===== src/rtl/eth_tx_arbiter.sv =====
// eth_tx_arbiter: frame-level round-robin arbiter that merges two byte
// streams (control replies on s0, tape readback on s1) onto one Ethernet
// TX MAC interface. Whole frames are granted, an inter-frame gap is
// enforced, and frames longer than MAX_LEN are cut and their tail drained.
module eth_tx_arbiter #(
   parameter int IFG_CYCLES = 12,
   parameter int MAX_LEN    = 1518
) (
   input  logic        clk,
   input  logic        rst,
   input  logic [7:0]  s0_data,
   input  logic        s0_valid,
   input  logic        s0_last,
   output logic        s0_ready,
   input  logic [7:0]  s1_data,
   input  logic        s1_valid,
   input  logic        s1_last,
   output logic        s1_ready,
   output logic [7:0]  tx_data,
   output logic        tx_valid,
   output logic        tx_last,
   input  logic        tx_ready,
   output logic [1:0]  grant,
   output logic        trunc_err,
   output logic [15:0] frame_count
);

   localparam int CW = $clog2(MAX_LEN + 1);
   localparam int GW = $clog2(IFG_CYCLES + 2);

   // Counter value while the MAX_LEN-th beat is on the bus.
   localparam logic [CW-1:0] LAST_BEAT = CW'(MAX_LEN - 1);
   // Gap counter value in the final gap cycle.
   localparam logic [GW-1:0] GAP_END   = GW'(IFG_CYCLES - 1);

   typedef enum logic [1:0] {
      IDLE  = 2'd0,
      SEND  = 2'd1,
      DRAIN = 2'd2,
      GAP   = 2'd3
   } state_t;

   // With no gap configured a finished frame returns straight to arbitration.
   localparam state_t AFTER_FRAME = (IFG_CYCLES == 0) ? IDLE : GAP;

   state_t        state_q;
   logic [1:0]    grant_q;
   logic          last_q;        // 1'b0: s0 was granted last, 1'b1: s1
   logic [CW-1:0] byte_cnt_q;
   logic [GW-1:0] gap_cnt_q;
   logic          trunc_err_q;
   logic [15:0]   frame_count_q;

   logic [7:0]    sel_data;
   logic          sel_valid;
   logic          sel_last;
   logic          at_max;
   logic          beat;
   logic          pick_s1;

   // Select the granted source and derive beat, length-cap and arbitration terms
   always_comb begin
      if (grant_q[1]) begin
         sel_data  = s1_data;
         sel_valid = s1_valid;
         sel_last  = s1_last;
      end else begin
         sel_data  = s0_data;
         sel_valid = s0_valid;
         sel_last  = s0_last;
      end
      at_max = (byte_cnt_q == LAST_BEAT);
      beat   = (state_q == SEND) && sel_valid && tx_ready;
      // On a tie the source that did not own the previous frame wins.
      if (s0_valid && s1_valid) begin
         pick_s1 = ~last_q;
      end else begin
         pick_s1 = s1_valid;
      end
   end

   // Route the granted source to the MAC and steer ready back to it
   always_comb begin
      tx_data  = 8'h00;
      tx_valid = 1'b0;
      tx_last  = 1'b0;
      s0_ready = 1'b0;
      s1_ready = 1'b0;
      case (state_q)
         SEND: begin
            tx_data  = sel_data;
            tx_valid = sel_valid;
            // The MAX_LEN-th beat is marked last even if the source is not done.
            tx_last  = sel_valid && (sel_last || at_max);
            s0_ready = grant_q[0] && tx_ready;
            s1_ready = grant_q[1] && tx_ready;
         end
         DRAIN: begin
            // Swallow the remainder of a truncated frame at full rate.
            s0_ready = grant_q[0];
            s1_ready = grant_q[1];
         end
         default: begin
            tx_data  = 8'h00;
            tx_valid = 1'b0;
         end
      endcase
   end

   // Frame-level arbitration FSM with registered grant, error pulse and frame count
   always_ff @(posedge clk) begin
      if (!rst) begin
         state_q       <= IDLE;
         grant_q       <= 2'b00;
         last_q        <= 1'b1;
         byte_cnt_q    <= '0;
         gap_cnt_q     <= '0;
         trunc_err_q   <= 1'b0;
         frame_count_q <= 16'h0000;
      end else begin
         trunc_err_q <= 1'b0;
         case (state_q)
            IDLE: begin
               if (s0_valid || s1_valid) begin
                  grant_q    <= pick_s1 ? 2'b10 : 2'b01;
                  last_q     <= pick_s1;
                  byte_cnt_q <= '0;
                  state_q    <= SEND;
               end
            end
            SEND: begin
               if (beat) begin
                  byte_cnt_q <= byte_cnt_q + CW'(1);
                  if (sel_last) begin
                     frame_count_q <= frame_count_q + 16'd1;
                     grant_q       <= 2'b00;
                     gap_cnt_q     <= '0;
                     state_q       <= AFTER_FRAME;
                  end else if (at_max) begin
                     frame_count_q <= frame_count_q + 16'd1;
                     trunc_err_q   <= 1'b1;
                     state_q       <= DRAIN;
                  end
               end
            end
            DRAIN: begin
               if (sel_valid && sel_last) begin
                  grant_q   <= 2'b00;
                  gap_cnt_q <= '0;
                  state_q   <= AFTER_FRAME;
               end
            end
            GAP: begin
               if (gap_cnt_q == GAP_END) begin
                  state_q <= IDLE;
               end else begin
                  gap_cnt_q <= gap_cnt_q + GW'(1);
               end
            end
            default: begin
               state_q <= IDLE;
               grant_q <= 2'b00;
            end
         endcase
      end
   end

   assign grant       = grant_q;
   assign trunc_err   = trunc_err_q;
   assign frame_count = frame_count_q;

endmodule


===== config.mk =====
export PLATFORM = sky130hd
export DESIGN_NAME = eth_tx_arbiter
export DESIGN_NICKNAME = d
export VERILOG_FILES = /design/src/rtl/eth_tx_arbiter.sv
export SDC_FILE = /design/constraint.sdc
export NUM_CORES = 1
export LEC_CHECK = 0
export CAP_MARGIN = 15
export CORE_MARGIN = 1
export CORE_UTILIZATION = 45
export CTS_BUF_LIST = sky130_fd_sc_hd__clkbuf_8
export CTS_CLUSTER_SIZE = 20
export DETAILED_ROUTE_END_ITERATION = 6
export PLACE_DENSITY = 0.82
export SETUP_SLACK_MARGIN = 0.02
export SLEW_MARGIN = 0
export SYNTH_ARGS = -nofsm -noshare
export SYNTH_HDL_FRONTEND = slang
export SYNTH_SLANG_ARGS = --single-unit

===== constraint.sdc =====
create_clock -name clk -period 4.25 [get_ports clk]
set_input_delay 0.85 -clock clk [delete_from_list [all_inputs] [get_ports clk]]
set_output_delay 0.85 -clock clk [all_outputs]
set_load 0.01 [all_outputs]

==> results.cfg <==
[timing]
tightest_slew_ns = 0.765
rsz0062_at_grt = no
final.setup.tns_ns = 0
fin_worst_skew_ns = 0.00869
post-route-period-util_pct = 82.8
setup_viol = 0
max_freq_mhz = 284
fin_crit_ns = 3.52
slew_violations = 0
hold_viol_final = 0
slew_headroom_pct = 49.0

[critical_path]
cp_slowest_cell = clkdlybuf4s50_1
crit_buf_inv = 2
critical_path.cell_chain = clkdlybuf4s50_1 -> mux2i_2 -> o31ai_4 -> and2_2 -> clkdlybuf4s50_1
crit_required_ns = 3.40
cp_common_cell = clkdlybuf4s50_1
cp_num_cells = 5
path_delay_family = buffers and inverters
worstReg2RegStart = state_q[1]$_SDFFE_PN0P_
crit_type = primary input to output pin
cp_max_fo = 9
reg2reg_depth = 7
critPathMaxStageDelay_ns = 0.47
cp-start-kind = primary input
r2r-end = frame_count[15]$_SDFFE_PN0P_
end_kind = output pin
reg2reg_slack_ns = 1.61
arrival_ns = 2.67

[yosys]
ys_warn_count = 0
async_flop_share_pct = 0
synthTopCellsByCount = dfxtp_1, nor2_1, nand2_1
yosysUniqueCellTypes = 53
avgSynthCellArea_um2 = 8.47
synth_top_area_share_pct = 33.9
netlist_instances = 258
synth_nets = 290
ys_seq_elements = 37
synth_top_area_cell = dfxtp_1
ys_seq_area_share_pct = 33.9
ys_dominant_reg_cell = dfxtp_1
synth.most_common_cell = dfxtp_1
synth.area.top_cells = dfxtp_1, mux2i_1, ha_1, nor2_1, nand2_1
synthesis.area_um2 = 2180
synth_enable_flop_cells = 0

[hold_path]
holdPathEnd = grant[0]$_SDFFE_PN0P_
hold_path_depth = 2
hold_class = register to register
hold_path_startpoint = grant[0]$_SDFFE_PN0P_

[power]
power.density_nw_per_um2 = 408
power.leakage_nw = 1.04
peakVddDrop_mv = 0.177
power_mw = 1.17

[clock_tree]
cts_setup_buffers = 0
clk_latency_ns = 0.29
clock_path_buffers = 2
cts_sinks = 37
clock_tree.root_cell = clkbuf_8
cts_hold_buf = 0
cts_resized = 0
cts_inserted_buffers = 5
clkTransAtPathRegs_ns = 0.07
cts_tree = yes
h-tree-depth = 2

[routing]
vias = 2042
remaining_drc_errors = 0
wl_per_cell_um = 14.2
firstDrtPassIters = 4
viasPerCell = 5.61
drt_iter0_markers = 130
drt_wl_total_mm = 5.17
drtAntennaViolNets = 0

[finish]
antenna_cells = 0
fin_area_um2 = 2870
syn2layout_area_growth_pct = 31.3
drive_gt1_share_pct = 7.37
fill_cells = 384
stdcell_count = 364
nets = 343
fin_util_pct = 63.7

[run_status]
status = finished, final reports clean

[global_routing]
grt_first_pass_wirelength_mm = 8.79
antenna_found_initial = 0
grt_max_degree = 23
grt_pass1_vias = 1868
grt_use_total_pct = 21.5
grt_remaining_overflow = 0

[run]
maxCapViolCount = 0

[floorplan]
die_w_um = 71.7
die_y_um = 71.7
ios = 54
coreArea_um2 = 4500
row_count = 24
start_util_pct = 48.5
die_area_um2 = 5140

[placed_design]
dp_hpwl_mm = 3.84
io_buffers = 53
place_area_um2 = 2750
place.gp.congestion = 0.801
placed_cells = 356
-- where the power goes --
group          total [mW]  internal [mW]  switching [mW]
sequential          0.384          0.366          0.0180
combinational       0.473          0.220           0.253
clock               0.315          0.189           0.126
-- registers in the layout, indices dropped and copies added, names as in the netlist --
| register | cells |
|---|---|
| byte_cnt_q | 11 |
| gap_cnt_q | 4 |
| frame_count | 16 |
| trunc_err | 1 |
| state_q | 2 |
| last_q | 1 |
| grant | 2 |
-- worst max path at each step --
stage / from / to / slack [ns]
6_report: s1_last / tx_last / 0.73
5_1_grt: s0_last / tx_last / 0.64
4_1_cts: s1_last / tx_last / 0.73
3_5_place_dp: s0_last / tx_last / 0.74
3_3_place_gp: s0_last / tx_last / 0.78
2_1_floorplan: s1_last / tx_last / 1.75
-- worst register-to-register path, cell delays in order (launching register included) --
cell	delay [ns]
dfxtp_1	0.35
inv_1	0.11
ha_1	0.56
nand2_1	0.18
nor2_2	0.38
nand3_2	0.30
or4_1	0.56
a21oi_1	0.16
-- logic make-up (layout without fill, tap and decap cells) --
group	count (synthesis)	after routing	share of synthesized area [%]
and+or+nand+nor	118	118	29.7
AOI/OAI and AO/OA	49	49	15.8
DFF	37	37	33.9
buffers and inverters	18	72	3.49
muxes	15	15	7.16
xor gates and xnor gates	12	12	4.81
adders and majority gates	9	9	5.15
-- final cells by class --
type | instances | area, µm² | share of cell area, %
multi-input cells | 203 | 1370 | 47.7
flip-flops and latches | 37 | 741 | 25.8
repair buffers | 55 | 546 | 19.0
clock buffers | 6 | 82.6 | 2.88
well taps | 52 | 65.1 | 2.27
clock inverters | 2 | 33.8 | 1.18
inverters | 9 | 33.8 | 1.18
-- layout by cell type, fill, tap and decap left out, types with 2 or more instances in the layout --
cell / synthesis / layout
o211a_1: 2 / 2
nand2_1: 23 / 23
nand2b_1: 2 / 2
clkdlybuf4s50_1: 0 / 53
clkbuf_8: 0 / 6
o21ai_0: 10 / 10
nor2b_1: 12 / 12
xor2_1: 8 / 8
xnor2_1: 4 / 4
or4_1: 4 / 4
buf_4: 0 / 2
mux2_2: 2 / 2
o31ai_1: 5 / 5
nor2_1: 24 / 24
nand3_1: 12 / 12
nor4_1: 2 / 2
nand3_2: 2 / 2
dfxtp_1: 37 / 37
a21oi_1: 14 / 14
nand4_1: 10 / 10
and2_1: 6 / 6
mux2i_1: 12 / 12
and3_1: 5 / 5
a211o_1: 2 / 2
a21o_1: 2 / 2
ha_1: 9 / 9
or3_1: 7 / 7
inv_1: 9 / 10
-- metrics by stage --
stage | hold slack, ns | worst slack (ns)
after CTS | 0.483 | 0.727
after global placement | 0.458 | 0.780
after floorplan | 0.452 | 1.75
final | 0.480 | 0.730
after detailed placement | 0.473 | 0.736
after global routing | 0.512 | 0.645
-- layer usage --
metal	part of all wire, %	wire, µm	track usage (%)
met1	47	2450	28.6
met5	0	0	0
met3	4.0	208	4.92
met4	1.1	55	5.45
met2	48	2460	35.3
Note: power is estimated with default switching activity, not from simulation.
